**config.mk**
```make
export PLATFORM = sky130hd
export DESIGN_NAME = config_chain_loader
export DESIGN_NICKNAME = d
export VERILOG_FILES = /design/src/rtl/fpga250_cfg_pkg.sv /design/src/rtl/config_word_serializer.sv /design/src/rtl/config_chain_loader.sv
export SDC_FILE = /design/constraint.sdc
export NUM_CORES = 1
export LEC_CHECK = 0
export CORE_ASPECT_RATIO = 0.75
export CORE_UTILIZATION = 40
export DETAILED_ROUTE_END_ITERATION = 7
export SLEW_MARGIN = 20
export SYNTH_ARGS = -nofsm -noshare
export SYNTH_HDL_FRONTEND = slang
export SYNTH_HIERARCHICAL = 1
export SYNTH_SLANG_ARGS = --single-unit
```
**constraint.sdc**
```tcl
create_clock -name clk -period 5.2 [get_ports clk]
set_input_delay 0.52 -clock clk [delete_from_list [all_inputs] [get_ports clk]]
set_output_delay 0.52 -clock clk [all_outputs]
set_load 0.01 [all_outputs]
```
**src/rtl/fpga250_cfg_pkg.sv**
```systemverilog
// Shared fpga250 configuration types: loader FSM states and bitstream/chain defaults.
package fpga250_cfg_pkg;

  localparam int unsigned CFG_WORD_W    = 32;
  localparam int unsigned CFG_CHAIN_LEN = 1024;
  localparam int unsigned CFG_CNT_W     = 16;

  typedef enum logic [2:0] {
    ST_IDLE  = 3'd0,
    ST_LOAD  = 3'd1,
    ST_SHIFT = 3'd2,
    ST_SET   = 3'd3,
    ST_DONE  = 3'd4
  } ld_state_e;

endpackage

```
**src/rtl/config_word_serializer.sv**
```systemverilog
// Parallel-load, right-shifting word serializer with bit index and last-bit flag.
module config_word_serializer
  import fpga250_cfg_pkg::*;
#(
  parameter int unsigned WORD_W = CFG_WORD_W
) (
  input  logic              clk,
  input  logic              rst,
  input  logic              clear,
  input  logic              load,
  input  logic              shift,
  input  logic [WORD_W-1:0] word,
  output logic              next_bit_c,
  output logic              last_bit_c
);

  localparam int unsigned IDX_W = (WORD_W > 1) ? $clog2(WORD_W) : 1;

  logic [WORD_W-1:0] sr_q, sr_d;
  logic [IDX_W-1:0]  idx_q, idx_d;

  always_comb begin
    sr_d  = sr_q;
    idx_d = idx_q;
    if (clear) begin
      idx_d = '0;
    end else if (load) begin
      sr_d  = word;
      idx_d = '0;
    end else if (shift) begin
      sr_d  = sr_q >> 1;
      idx_d = idx_q + IDX_W'(1);
    end
  end

  always_ff @(posedge clk or negedge rst) begin
    if (!rst) begin
      sr_q  <= '0;
      idx_q <= '0;
    end else begin
      sr_q  <= sr_d;
      idx_q <= idx_d;
    end
  end

  // Look-ahead bit lets the owner register shift_out in step with the shifter.
  assign next_bit_c = sr_d[0];
  assign last_bit_c = (idx_q == IDX_W'(WORD_W - 1));

endmodule

```
**src/rtl/config_chain_loader.sv**
```systemverilog
// Streams bitstream words LSB-first into a configuration shift chain, then commits with set_out.
module config_chain_loader
  import fpga250_cfg_pkg::*;
#(
  parameter int unsigned WORD_W    = CFG_WORD_W,
  parameter int unsigned CHAIN_LEN = CFG_CHAIN_LEN,
  parameter int unsigned CNT_W     = CFG_CNT_W
) (
  input  logic              clk,
  input  logic              rst,
  input  logic              start,
  input  logic              abort,
  input  logic [WORD_W-1:0] word_data,
  input  logic              word_valid,
  output logic              word_ready,
  output logic              cen,
  output logic              shift_out,
  output logic              set_out,
  output logic              busy,
  output logic              done
);

  ld_state_e        state_q, state_d;
  logic [CNT_W-1:0] bit_cnt_q, bit_cnt_d;
  logic             ser_clear, ser_load, ser_shift;
  logic             next_bit_c, last_bit_c;

  logic word_ready_q, word_ready_d;
  logic cen_q, cen_d;
  logic shift_out_q, shift_out_d;
  logic set_out_q, set_out_d;
  logic busy_q, busy_d;
  logic done_q, done_d;

  config_word_serializer #(
    .WORD_W (WORD_W)
  ) u_ser (
    .clk        (clk),
    .rst        (rst),
    .clear      (ser_clear),
    .load       (ser_load),
    .shift      (ser_shift),
    .word       (word_data),
    .next_bit_c (next_bit_c),
    .last_bit_c (last_bit_c)
  );

  // Next state, chain counter and serializer controls; abort overrides everything.
  always_comb begin
    state_d   = state_q;
    bit_cnt_d = bit_cnt_q;
    ser_clear = 1'b0;
    ser_load  = 1'b0;
    ser_shift = 1'b0;
    case (state_q)
      ST_IDLE: begin
        if (start) begin
          state_d   = ST_LOAD;
          bit_cnt_d = '0;
          ser_clear = 1'b1;
        end
      end
      ST_LOAD: begin
        if (word_valid) begin
          ser_load = 1'b1;
          state_d  = ST_SHIFT;
        end
      end
      ST_SHIFT: begin
        ser_shift = 1'b1;
        bit_cnt_d = bit_cnt_q + CNT_W'(1);
        if (bit_cnt_q == CNT_W'(CHAIN_LEN - 1)) begin
          state_d = ST_SET;
        end else if (last_bit_c) begin
          state_d = ST_LOAD;
        end
      end
      ST_SET:  state_d = ST_DONE;
      ST_DONE: state_d = ST_IDLE;
      default: state_d = ST_IDLE;
    endcase
    if (abort) begin
      state_d   = ST_IDLE;
      ser_clear = 1'b0;
      ser_load  = 1'b0;
      ser_shift = 1'b0;
    end
  end

  // Outputs are decoded from the next state so they change with the state register.
  always_comb begin
    word_ready_d = (state_d == ST_LOAD);
    cen_d        = (state_d == ST_SHIFT);
    shift_out_d  = (state_d == ST_SHIFT) ? next_bit_c : 1'b0;
    set_out_d    = (state_d == ST_SET);
    busy_d       = (state_d == ST_LOAD) || (state_d == ST_SHIFT) || (state_d == ST_SET);
    done_d       = (state_d == ST_DONE);
  end

  always_ff @(posedge clk or negedge rst) begin
    if (!rst) begin
      state_q      <= ST_IDLE;
      bit_cnt_q    <= '0;
      word_ready_q <= 1'b0;
      cen_q        <= 1'b0;
      shift_out_q  <= 1'b0;
      set_out_q    <= 1'b0;
      busy_q       <= 1'b0;
      done_q       <= 1'b0;
    end else begin
      state_q      <= state_d;
      bit_cnt_q    <= bit_cnt_d;
      word_ready_q <= word_ready_d;
      cen_q        <= cen_d;
      shift_out_q  <= shift_out_d;
      set_out_q    <= set_out_d;
      busy_q       <= busy_d;
      done_q       <= done_d;
    end
  end

  assign word_ready = word_ready_q;
  assign cen        = cen_q;
  assign shift_out  = shift_out_q;
  assign set_out    = set_out_q;
  assign busy       = busy_q;
  assign done       = done_q;

endmodule
```
**After elaboration in Yosys (flattened, before gate mapping)**

Index checks and enable logic that the tools add are counted.

- Div/mod/pow operators: 0
- Multiplexer cells: 23
- Bitwise gates (word level): 1
- $lt $le $gt $ge: 0
- Shift-type cells: 0
- Eq/ne operators: 10
- Add/sub/neg operators: 2
- Reductions and logical operators: 8
- Multipliers: 0

Operator list:

| cell | count |
|---|---|
| $mux W32 | 2 |
| $pmux W16 S2 | 1 |
| $add A16 B1 Y16 const B | 1 |
| $eq A16 B10 Y1 const B | 1 |
| $mux W16 | 1 |
| $mux W3 | 5 |
| $mux W5 | 3 |
| $eq A3 B2 Y1 const B | 4 |
| $pmux W3 S4 | 1 |
| $mux W1 | 10 |
| $eq A3 B1 Y1 const B | 2 |
| $add A5 B1 Y5 const B | 1 |
| $eq A5 B5 Y1 const B | 1 |
| $reduce_and A2 Y1 | 2 |
| $reduce_bool A2 Y1 | 2 |
| $eq A3 B3 Y1 const B | 1 |
| $logic_not A3 Y1 | 1 |
| $reduce_bool A3 Y1 | 1 |
| $logic_or A1 B1 Y1 | 2 |
| $ne A2 B2 Y1 const B | 1 |
| $not A1 Y1 | 1 |

- Flip-flop bits (word level): 62
- Output and inout port bits: 6
- RAM bits: 0
- Bits in latches: 0
- Memory bits (read-only): 0
- Memories: 0

**Logic depth before layout (Yosys ltp)**

Gate-level depths: netlist of run 1.

- Word-level depth: 8
- Gate-level depth with buffers: 10

**Hierarchy**

Netlist of run 1, hierarchy kept.

By module, submodules not included:

| module | area each (um^2) | instances | cells an instance |
|---|---|---|---|
| config_word_serializer | 1785.5 | 1 | 175 |
| config_chain_loader | 1317.5 | 1 | 137 |

**Least setup slack after synthesis of run 1**

OpenSTA, ideal clock, no wires.

- Kind: register to register
- From: register state_q[2]
- To: register shift_out_q, in the netlist shift_out
- Data required time: 5.112 ns
- Stages on the path, launching flop included: 11
- Path slack: 3.072 ns
- Arrival time: 2.040 ns
- Path through: dfrtp_1 -> buf_6 -> or4b_4 -> buf_6 -> nor2_1 -> buf_2 -> nand2b_1 -> buf_2 -> o32ai_1 -> nor2_1 -> nor3b_1

- Elaborated cells between the ends (all ways): 21
- Classes of those cells: 4 x eq/ne; 16 x mux; 1 x reduce/logical

RTL lines:

| item | RTL line | RTL |
|---|---|---|
| start: declaration | config_chain_loader.sv:23 | `ld_state_e state_q, state_d;` |
| start signal: assignment | config_chain_loader.sv:111 | `state_q <= state_d;` |
| $logic_not A3 Y1 | config_chain_loader.sv:55 | `case (state_q)` |
| $mux W1 | config_chain_loader.sv:55 |  |
| $mux W1 | config_chain_loader.sv:82 | `if (abort) begin` |
| via ser_clear | config_chain_loader.sv:25 | `logic ser_clear, ser_load, ser_shift;` |
| $mux W1 | config_word_serializer.sv:25 | `if (clear) begin` |
| via next_bit_c | config_chain_loader.sv:26 | `logic next_bit_c, last_bit_c;` |
| $mux W1 | config_chain_loader.sv:94 | `shift_out_d = (state_d == ST_SHIFT) ? next_bit_c : 1'b0;` |
| via shift_out_d | config_chain_loader.sv:30 | `logic shift_out_q, shift_out_d;` |
| end signal: assignment | config_chain_loader.sv:115 | `shift_out_q <= shift_out_d;` |
| end: declaration | config_chain_loader.sv:30 |  |

The timed path passes the listed nets, and every way through them passes these cells. The select of a mux whose other input is x is not followed.
A chain may end at the register's enable or synchronous reset.

**Worst setup path after layout of run 1**

- From: input start
- To: register shift_out_q, in the netlist shift_out

- Word-level cells in the longest chain between the ends: 5
- Elaborated cells between the ends (all ways): 9
- Classes of those cells: 1 x eq/ne; 8 x mux

RTL lines:

| item | RTL line | RTL |
|---|---|---|
| start: declaration | config_chain_loader.sv:11 | `input logic start,` |
| $mux W1 | config_chain_loader.sv:57 | `if (start) begin` |
| $mux W1 | config_chain_loader.sv:55 |  |
| $mux W1 | config_chain_loader.sv:82 |  |
| via ser_clear | config_chain_loader.sv:25 |  |
| $mux W1 | config_word_serializer.sv:25 |  |
| via next_bit_c | config_chain_loader.sv:26 |  |
| $mux W1 | config_chain_loader.sv:94 |  |
| via shift_out_d | config_chain_loader.sv:30 |  |

The timed path passes the listed nets, and every way through them passes these cells.

==> results.txt, run 1 <==
The internal reg-to-reg setup slack is 1.65 ns. The synthesized netlist occupies a cell area of 3103 µm². In this run the number of H-tree levels came out at 3. The worst path meets setup with 1.575 ns of slack. Static timing analysis puts the maximum clock frequency at 275.9 MHz.

The power per cell area came out at 328.4 nW/µm². The data arrival time of the critical path came out at 3.83 ns. The layout overhead on the synthesized area is 20.65%. The number of buffers inserted during clock tree synthesis came out at 9. The leakage dissipation is 1.533 nW.

The kind of capture point of the worst setup path is a flip-flop. The via density per instance came out at 5.571. Of the cells placed in the final design, the portion with a size suffix greater than 1 is 11.53%. The register area is 1551 µm². The per-instance average area after synthesis is 9.945 µm². The final non-filler cell total is 448.

Wires add up to 6978 µm. The clock drives 62 sinks. The library cell used most frequently in the layout, excluding fill and tap cells, is dfrtp_1. The actual slew at the worst max-slew pin is 1.067 ns. The post-synthesis register bit count came out at 62. The instance count after placement with tap cells included came out at 433. The class of the most critical setup path is input pin to flip-flop. The flow ran to the end, and the final reports show no timing, DRC or antenna violations. The DRC violation count after routing is 0. In the synthesized netlist the dominant register cell turns out to be dfrtp_1.

In the final layout, the multi-input gates occupy 1346 µm². Tracing the worst setup path back leads to its startpoint at start. The number of antenna violations at the first check in global routing came out at 0. The clock-pin slew of the registers on the worst-case setup and hold paths is 0.07 ns.

The met3 routing resource usage after global routing came out at 4.568%. After routing, the total negative slack on setup checks comes to 0 ns. Buffers placed on the I/O ports in this run total 42. The design draws 1.229 mW. 0 antenna diodes ended up in the layout. The library cells used most frequently in the layout, excluding fill and tap cells, are dfrtp_1, nor2_1, clkdlybuf4s50_1.

The tree is rooted in a clkbuf_8. During I/O placement, the number of pins put on the boundary was 43. TritonCTS built the clock tree. The hold buffer count at CTS is 0. For the worst-skew pair, the clock arrives at the later sink with an insertion delay of 0.33 ns. The number of cells produced by synthesis came out at 312.

The worst setup path is launched from an input pin. The final weighted congestion in routability-driven placement came out at 0.8139. The count of distinct cell types in the synthesized netlist is 46. In this run the worst hold path is classified as input pin to async pin.

The via count of the first global-routing pass is 2343. The post-cts gate resize count came out at 0. The HPWL after detailed placement came out at 4588 µm. STA puts the critical path data required time at 5.40 ns.

The endpoint of the lowest-slack register-to-register path is shift_out. The total number of placement rows is 27. Setup repair after global routing left no endpoint under its margin. The met1 track demand over resource is 27.71%. The routed design could run at a clock period as short as 3.625 ns. The worst path buffer plus inverter count came out at 3. Once the floorplan was initialized, standard cells occupied 41.75% of the core. The maximum count of clock buffers along a single path is 2.

Dividing the detail-routed wire length by the instance count gives 15.58 µm. The global-route wire length before repair came out at 11910 µm. The maximum number of pins on one net before global-route repair is 63.

The y dimension of the die came out at 78.28 µm. The start of the worst register-to-register path is state_q[1]. The largest single stage delay on the critical path is 0.88 ns.

Measured against its own limit, the worst slew margin works out to 28.40%. The critical path goes through clkdlybuf4s50_1 -> or4b_4 -> nor2_2 -> buf_4 -> clkinv_1 -> a21oi_2 -> nor2_1 -> nor3b_1. The total routing resource utilization after global routing came out at 18.53%.

The count of final setup violators is 0. The total global routing overflow is 0. The final max-slew violation count is 0. The global-route track usage on met2 is 26.04%. The layout filler cell count is 690. The die is 103.7 µm wide.

The post-route clock period utilization is 69.70%. Counting flops with a built-in enable in the synthesized netlist gives 0. The total count of hold-check failures in the final report came to 0. Grouping stages by cell kind, the critical path spends the most delay in buffers and inverters.

The total of max-cap violations came out at 0. The highest ir drop seen on vdd is 0.1404 mV. The worst register-to-register path has a depth of 7. The number of detailed-routing iterations run before antenna repair is 4. met1 is the most crowded layer. Counting flops with an async set or reset pin after synthesis yields a share of 100.0%. The count of yosys warnings during synthesis came out at 6. The area inside the core boundary is 7432 µm². The share of the yosys chip area belonging to registers is 50.00%. The total vias in the final route came out at 2496. The die footprint came out at 8117 µm².

The number of nets handed over by synthesis was 352. The count of nets left with antenna violations after detail routing came out at 0. The slowest stage of the critical path belongs to the cell clkinv_1. The final setup skew is 0.01054 ns. The maximum fanout count along the critical path is 31.

The number of DRC markers after the initial detailed-route iteration came out at 193. The post-place setup slack came out at 1.666 ns. The layout net count came out at 383. The post-CTS setup buffer count came out at 0.
area by class of cell:
type	instances	share of cell area (%)
Sequential cell	62	41.44
Multi-Input combinational cell	213	35.96
Timing Repair Buffer	49	12.50
Clock buffer	11	4.044
Tap cell	101	3.376
Clock inverter	4	1.872
Inverter	8	0.8021
cells by family (layout without fill, tap and decap cells):
kind of cell | Yosys count | after routing | share of synthesized area [%]
buffers and inverters | 37 | 72 | 6.694
AOI/OAI and AO/OA | 97 | 97 | 22.38
DFF | 62 | 62 | 50.00
xor gates and xnor gates | 3 | 3 | 0.8469
adders and majority gates | 3 | 3 | 1.210
muxes | 5 | 5 | 1.613
and+or+nand+nor | 105 | 105 | 17.26
through the flow:
stage | hold slack [ns] | area [µm²] | util [%]
after floorplan | 0.2244 | 3103 | -
after global placement | 0.4732 | 3522 | 47.39
after detailed placement | 0.4732 | 3522 | 47.39
after CTS | 0.3821 | 3744 | 50.37
after global routing | 0.4285 | 3744 | 50.37
final | 0.3443 | 3744 | 50.37
report_power, final:
part           total (mW)  switching (mW)  internal, mW
Clock               0.473           0.181         0.292
Sequential          0.607          0.0478         0.559
Combinational       0.149          0.0771        0.0717
Total                1.23           0.306         0.923
worst reg2reg max path, cell delays in order (launching register included):
cell	delay, ns
dfrtp_1	0.50
or4b_4	0.65
nor2_2	0.44
buf_4	0.36
clkinv_1	0.88
a21oi_2	0.38
nor2_1	0.07
nor3b_1	0.14
registers in the layout, summed over array words and instances, names as in the netlist:
signal / count
shift_out: 1
u_ser/idx_q: 5
state_q: 3
done: 1
cen: 1
busy: 1
u_ser/sr_q: 32
word_ready: 1
bit_cnt_q: 16
set_out: 1
how the worst max path moves through the flow:
stage | end | cells after the start
CTS | shift_out | 8
global placement | shift_out | 8
floorplan | shift_out | 10
finish | shift_out | 8
global route | shift_out | 8
detailed placement | shift_out | 8
cells in the mapped netlist (all sizes together) (2+ instances only):
cell / instances / area share, %
dfrtp: 62 / 50
nand3: 6 / 0.97
o31a: 2 / 0.56
a31oi: 3 / 0.60
nor3b: 3 / 0.73
nor2: 42 / 5.1
and3: 4 / 0.81
nand2b: 6 / 1.2
nor4: 2 / 0.40
o41ai: 2 / 0.56
buf: 15 / 4.0
o22ai: 3 / 0.60
a21oi: 33 / 6.7
or2: 2 / 0.40
clkbuf: 14 / 1.7
o31ai: 2 / 0.48
o32ai: 30 / 8.5
mux2i: 5 / 1.6
ha: 3 / 1.2
nor3: 8 / 1.3
nor2b: 2 / 0.40
nand2: 13 / 1.6
xor2: 2 / 0.56
and4: 4 / 1.1
and2: 2 / 0.48
inv: 8 / 0.97
nand4: 6 / 1.2
o21ai: 14 / 2.3
routing by layer:
metal / vias to the layer above / part of all wire, %
met5: - / 0
met4: 0 / 1.0
met3: 7 / 5.1
met2: 69 / 42
met1: 1206 / 52
li1: 1214 / -
(Power assumes the default switching activity.)
==> inputs of run 2 (changes only) <==
==> constraint.sdc (replaced) <==
create_clock -name clk -period 3.4 [get_ports clk]
set_input_delay 0.34 -clock clk [delete_from_list [all_inputs] [get_ports clk]]
set_output_delay 0.34 -clock clk [all_outputs]
set_load 0.01 [all_outputs]
==> run 2 against run 1 <==
Against the previous run:
- worst hold slack got worse by 0.32 ns
- flip-flop and latch count unchanged
- power rose by 48%
- clock-buffer cell count is 1 higher
- die area did not move
- clock skew fell by 0.0037 ns
- first-iteration DRC count down 4.7%
- design area increased by 0.77%
- combinational power up 54%
- wire length grew 3.9%
- setup slack worse by 0.66 ns
- cell count grew 1.3%
- largest cell class unchanged
==> results.txt, run 2 (synthesis gave the netlist of run 1 again) <==
The run finished with clean final reports. The layout filler cell count is 710 (+2.9%). The worst-skew pair later-pin latency came out at 0.34 ns (about the same).

The final max-slew violation count is 0 (unchanged). More flip-flops sit in one register than any other, and that register is u_ser/sr_q. The final setup skew was 0.006881 ns (-0.003663 ns). STA classifies the critical path endpoint as a flip-flop. The final weighted congestion in routability-driven placement came out at 0.8215 (+0.93%).

Relative to the synthesized area, the layout overhead comes to 21.57%. The clock-pin slew of the registers on the worst-case setup and hold paths is 0.07 ns (about the same). The average routed wire per standard cell came to 15.97 µm (+2.5%). The path class of the lowest-slack min-delay path is input pin to async pin. The share of power burned in combinational logic was 12.6% (+0.5 points).

The total number of placement rows came out at 27 (unchanged). The routed wire length came out at 7251 µm (+3.9%). The HPWL after detailed placement came out at 4742 µm (+3.4%). The maximum count of clock buffers along a single path came to 2 (unchanged). The power per cell area came out at 482.9 nW/µm² (+47%). The switching power is 0.4783 mW (+56%). The final critical path takes up 73.19% of the cycle. TritonCTS built the clock tree. The die footprint is 8117 µm² (unchanged). The count of final setup violators is 0 (unchanged).

The number of detailed-routing iterations run before antenna repair came out at 5 (+1). The total global routing overflow was 0 (unchanged). The actual slew at the worst max-slew pin is 0.6483 ns (-0.4190 ns). The part of the total power dissipated in the clock network came to 36.3% (-2.2 points).

The total vias in the final route is 2570 (+3.0%). The total negative slack for setup checks came out at 0 ns (unchanged). The I/O pin count is 43 (unchanged). The register area came out at 1551 µm² (unchanged). The worst setup path is launched from a flip-flop. The share of post-route cells with drive strength above 1 came out at 12.75% (+1.2 points).

The slowest library cell on the worst path is or4b_4. The leading cell type in the layout, fill and taps excluded is dfrtp_1. The number of levels in the clock H-tree came out at 3 (unchanged). The total of max-cap violations is 0 (unchanged).

The total count of hold-check failures in the final report is 0 (unchanged). The instance count after placement with tap cells included is 438 (+1.2%). The area occupied by multi-input gates came to 1346 µm² (unchanged). The final non-filler cell total came out at 454 (+1.3%). The highest ir drop seen on vdd is 0.1795 mV (+28%). The leakage dissipation is 1.556 nW (+1.5%).

The required time at the endpoint of the critical path is 3.65 ns (-1.75 ns). The headroom to the max-slew limit was 56.78% (+28 points). The signal on the critical path passes through or4b_4 -> nor2_2 -> nand2b_1 -> buf_4 -> o32ai_1 -> nor2_1 -> nor3b_1. The y dimension of the die came out at 78.28 µm (unchanged). The DRC violation count after routing came out at 0 (unchanged).

The number of flip-flops under the largest register name was 32 (unchanged). Static timing analysis puts the maximum clock frequency at 401.9 MHz. The register share of total power was 51.0% (+1.6 points). The largest registers in the layout are u_ser/sr_q: 32 flops, bit_cnt_q: 16 flops, u_ser/idx_q: 5 flops. The width of the die is 103.7 µm (unchanged). The starting density of the core came out at 41.75% (unchanged). The area inside the core boundary came out at 7432 µm² (unchanged). The layout net count is 388 (+1.3%). The hold buffer count at CTS is 0 (unchanged). The post-CTS setup buffer count came out at 0 (unchanged). The class of the most critical setup path is flip-flop to flip-flop.

The library cells used most frequently in the layout, excluding fill and tap cells, are dfrtp_1, nor2_1, clkdlybuf4s50_1. The count of nets left with antenna violations after detail routing came out at 0 (unchanged). The number of buffers inserted during clock tree synthesis came out at 9 (unchanged). The maximum number of pins on one net before global-route repair came out at 37 (-41%). The global-route wire length before repair came out at 12270 µm (+3.0%). The biggest cell delay along the critical path is 0.65 ns (-0.23 ns). The via density per instance came out at 5.661 (+1.6%). The internal portion of total power is 1.343 mW (+46%). The total of buffers placed on input and output ports is 42 (unchanged). The number of antenna violations at the first check in global routing is 0 (unchanged). The TritonCTS sink count is 62 (unchanged). Setup repair after global routing left no endpoint under its margin. The via count of the first global-routing pass was 2418 (+3.2%). The total inserted antenna cells is 0 (unchanged).

The final hold slack is 0.02252 ns (-0.3218 ns). The number of DRC markers after the initial detailed-route iteration is 184 (-4.7%). The maximum fanout count along the critical path came out at 17 (-45%). Subtracting the final worst setup slack from the clock period gives 2.488 ns.

The post-cts gate resize count came to 0 (unchanged). The library cell used as clock root buffer is clkbuf_8. The total routing resource utilization after global routing came out at 19.19% (+0.65 points). The switching share of power came to 26.26% (+1.3 points).

The data arrival time of the critical path came to 2.74 ns (-1.09 ns).
[run 2: per-stage QoR]
stage	instance area [µm²]	utilization [%]	setup WS, ns	total power, mW
final	3772	50.76	0.9117	1.822
after global routing	3772	50.76	0.7116	1.928
after CTS	3772	50.76	0.8840	1.845
after detailed placement	3572	48.06	0.6672	1.171
after global placement	3572	48.06	0.7311	1.166
after floorplan	3103	-	1.272	1.068
[run 2: critical path, delay by kind of cell, from the launching register on]
family | cells | cell delay, ns
AO/OA/AOI/OAI | 1 | 0.12
buffers and inverters | 1 | 0.22
flip-flops | 1 | 0.49
AND/OR/NAND/NOR | 5 | 1.57
[run 2: path summary, 6_finish.rpt]
| kind | slack (ns) | cells past startpoint | startpoint | end |
|---|---|---|---|---|
| max | 0.91 | 7 | state_q[1] | shift_out |
| min reg2reg | 0.49 | 1 | bit_cnt_q[15] | bit_cnt_q[15] |
| max in group asynchronous | 2.46 | 2 | rst | u_ser/sr_q[9] |
| min | 0.02 | 1 | rst | u_ser/sr_q[12] |
| max reg2reg | 0.91 | 7 | state_q[1] | shift_out |
| min in group clk | 0.49 | 1 | bit_cnt_q[15] | bit_cnt_q[15] |
[run 2: final cells by class]
cell class | instances | share of cell area (%)
Clock buffer | 12 | 4.113
Clock inverter | 4 | 1.194
Inverter | 8 | 0.7960
Multi-Input combinational cell | 213 | 35.69
Sequential cell | 62 | 41.13
Tap cell | 101 | 3.350
Timing Repair Buffer | 54 | 13.73
[run 2: routing by layer]
metal	share of wire (%)	vias up	track usage, %
met1	50	1255	28.71
met3	5.9	5	5.316
met4	0.86	0	7.429
li1	-	1233	-
met5	0	-	0
met2	43	77	25.84
[run 2: power by group through the flow]
stage / combinational, mW / clock, mW / sequential (mW)
after global routing: 0.266 / 0.719 / 0.942
after detailed placement: 0.233 / 0 / 0.938
after CTS: 0.234 / 0.684 / 0.927
final: 0.230 / 0.662 / 0.930
after floorplan: 0.146 / 0 / 0.922
after global placement: 0.228 / 0 / 0.938
==> inputs of run 3 (changes only) <==
==> constraint.sdc (replaced) <==
create_clock -name clk -period 2.4 [get_ports clk]
set_input_delay 0.24 -clock clk [delete_from_list [all_inputs] [get_ports clk]]
set_output_delay 0.24 -clock clk [all_outputs]
set_load 0.01 [all_outputs]
==> run 3 against run 2 <==
Against the previous run:
- clock-buffer cell count down 1
- sequential power up 41%
- combinational power is 46% higher
- sequential share of layout area shrank 0.37 points
- cell count up 0.66%
- flip-flop and latch count is the same
- global-route usage fell by 0.90 points
- design area is 0.90% higher
- via count fell by 1.2%
- clock power increased by 34%
- setup slack got worse by 0.53 ns
- die area unchanged
==> results.txt, run 3 (synthesis gave the netlist of run 1 again) <==
The power after layout is 2.537 mW (+39%). The global-route wire length before repair came out at 11680 µm (-4.8%). Compared with the post-synthesis result, the final layout area differs by 22.66%. The TritonCTS sink count is 62 (unchanged).

The total routing resource utilization after global routing is 18.28% (-0.90 points). The data arrival time of the critical path is 2.29 ns (-0.45 ns). The met3 routing resource usage after global routing is 6.811% (+1.5 points). The post-route clock period utilization came out at 84.26% (+11 points).

The layout net count is 392 (+1.0%). The final setup skew is 0.007029 ns (+0.0001471 ns). The global-route track usage on met2 is 24.83% (-1.0 points).

The share of post-route cells with drive strength above 1 was 13.20% (+0.45 points). The total count of hold-check failures in the final report is 0 (unchanged). The total negative slack for setup checks came to 0 ns (unchanged). The highest ir drop seen on vdd came out at 0.3022 mV (+68%).

The total of buffers placed on input and output ports came to 42 (unchanged). The post-place setup slack is 0.1786 ns (-0.4886 ns). The actual slew at the worst max-slew pin is 0.3972 ns (-0.2512 ns). The via density per instance came to 5.556 (-1.9%).

The average routed wire per standard cell is 15.23 µm (-4.6%). The DRC violation count after routing is 0 (unchanged). The total global routing overflow came out at 0 (unchanged). The power per cell area is 666.5 nW/µm² (+38%). The area inside the core boundary came out at 7432 µm² (unchanged). The die footprint came out at 8117 µm² (unchanged). The count of nets left with antenna violations after detail routing was 0 (unchanged).

The y dimension of the die came out at 78.28 µm (unchanged). The leakage dissipation is 1.569 nW (+0.82%). The peak-usage layer in the global routing report is met1.

The maximum count of clock buffers along a single path came to 2 (unchanged). The tightest min-delay check is of the input pin to async pin type. The width of the die came out at 103.7 µm (unchanged). The class of the most critical setup path is flip-flop to flip-flop.

The final critical-path setup slack came to 0.3778 ns (-0.5339 ns). The worst-skew pair later-pin latency came out at 0.33 ns (about the same). The final weighted congestion in routability-driven placement is 0.7754 (-5.6%).

Setup repair after global routing left no endpoint under its margin. The via count of the first global-routing pass came out at 2297 (-5.0%). The required time at the endpoint of the critical path is 2.66 ns (-0.99 ns). The total number of placement rows is 27 (unchanged). The maximum fanout count along the critical path is 18 (+1). The routed wire length came out at 6961 µm (-4.0%).

The total of max-cap violations is 0 (unchanged). The number of DRC markers after the initial detailed-route iteration was 193 (+4.9%). TritonCTS built the clock tree. The headroom to the max-slew limit is 72.84% (+16 points). The I/O pin count is 43 (unchanged). Leaving out fill and tap cells, the most frequent cell in the layout is dfrtp_1.

The worst setup path is launched from a flip-flop. The maximum number of pins on one net before global-route repair came to 50 (+35%). The clock-pin slew of the registers on the worst-case setup and hold paths is 0.07 ns (about the same). The worst setup path is captured at a flip-flop. The count of final setup violators came out at 0 (unchanged). Counting flops per register, the top entry is u_ser/sr_q. The number of antenna violations at the first check in global routing is 0 (unchanged). The number of detailed-routing iterations run before antenna repair is 4 (-1). Clock tree synthesis selected as its root buffer the cell clkbuf_8. The post-CTS setup buffer count came out at 0 (unchanged). The post-cts gate resize count is 0 (unchanged). The starting density of the core came out at 41.75% (unchanged). The flow ran to the end, and the final reports show no timing, DRC or antenna violations. The shortest period the worst path allows is 2.022 ns (-0.4661 ns). The final max-slew violation count is 0 (unchanged).

In the final layout, the registers with the most flip-flops are u_ser/sr_q: 32 flops, bit_cnt_q: 16 flops, u_ser/idx_q: 5 flops. The total inserted antenna cells came out at 0 (unchanged). In the layout the commonest cells are dfrtp_1, nor2_1, clkdlybuf4s50_1. The met1 track demand over resource is 27.00% (-1.7 points). The number of flip-flops under the largest register name is 32 (unchanged). The highest clock frequency the design can meet is 494.5 MHz (+23%). The total vias in the final route was 2539 (-1.2%). The HPWL after detailed placement is 4499 µm (-5.1%). The number of buffers inserted during clock tree synthesis came out at 9 (unchanged). The number of levels in the clock H-tree came out at 3 (unchanged).
==> run 3: changes by cell type in the layout (fill, tap and decap cells not counted), sizes merged <==
cell,delta
buf,+3
clkbuf,-1
clkinv,-1
clkinvlp,+1
dlygate4sd3,+1
==> run 3: through the flow <==
step	instance area [µm²]	hold slack, ns	cells	util [%]
after floorplan	3103	-0.05559	312	-
after global placement	3607	0.1666	441	48.54
after detailed placement	3607	0.1683	441	48.54
after CTS	3806	0.3471	457	51.21
after global routing	3806	0.3708	457	51.21
final	3806	0.3423	457	51.21
==> run 3: area by class of cell <==
type                    instances  area, µm²
well taps                     101      126.4
inverters                       8      30.03
repair buffers                 58      563.0
clock inverters                 4      47.55
clock buffers                  11      141.4
flip-flops and latches         62       1551
multi-input cells             213       1346
fillers                       689       3626
==> run 3: repair_timing <==
action,CTS,global route
endpoints found under the setup margin,0,0
hold buffers,1,0
hold endpoints to repair,13,0
==> run 3: power by group <==
group | total, mW | internal [mW] | leakage [nW] | switching, mW
logic | 0.335 | 0.165 | 0.687 | 0.170
registers | 1.31 | 1.21 | 0.787 | 0.102
clock network | 0.887 | 0.499 | 0.0952 | 0.389
total | 2.54 | 1.88 | 1.57 | 0.660
==> run 3: per-layer routing <==
metal / vias to the layer above / part of all wire (%)
li1: 1239 / -
met1: 1226 / 52
met2: 72 / 43
met3: 2 / 5.0
met4: 0 / 0.42
met5: - / 0
==> run 3: worst max-delay path: stages, from the launching register on <==
cell and delay, ns:
dfrtp_1 0.51, or4b_4 0.55, nor2_2 0.18, buf_4 0.27, or2_1 0.24, o32ai_1 0.10, nor2_1 0.10
==> run 3: path summary, 6_finish.rpt <==
| kind | start | end | slack (ns) | depth (start not counted) |
|---|---|---|---|---|
| max | state_q[0] | u_ser/sr_q[29] | 0.38 | 6 |
| min | rst | bit_cnt_q[13] | 0.34 | 2 |
| max reg2reg | state_q[0] | u_ser/sr_q[29] | 0.38 | 6 |
| min reg2reg | u_ser/sr_q[11] | u_ser/sr_q[11] | 0.50 | 2 |
| max in group asynchronous | rst | u_ser/sr_q[25] | 1.49 | 3 |
| min in group clk | u_ser/sr_q[11] | u_ser/sr_q[11] | 0.50 | 2 |
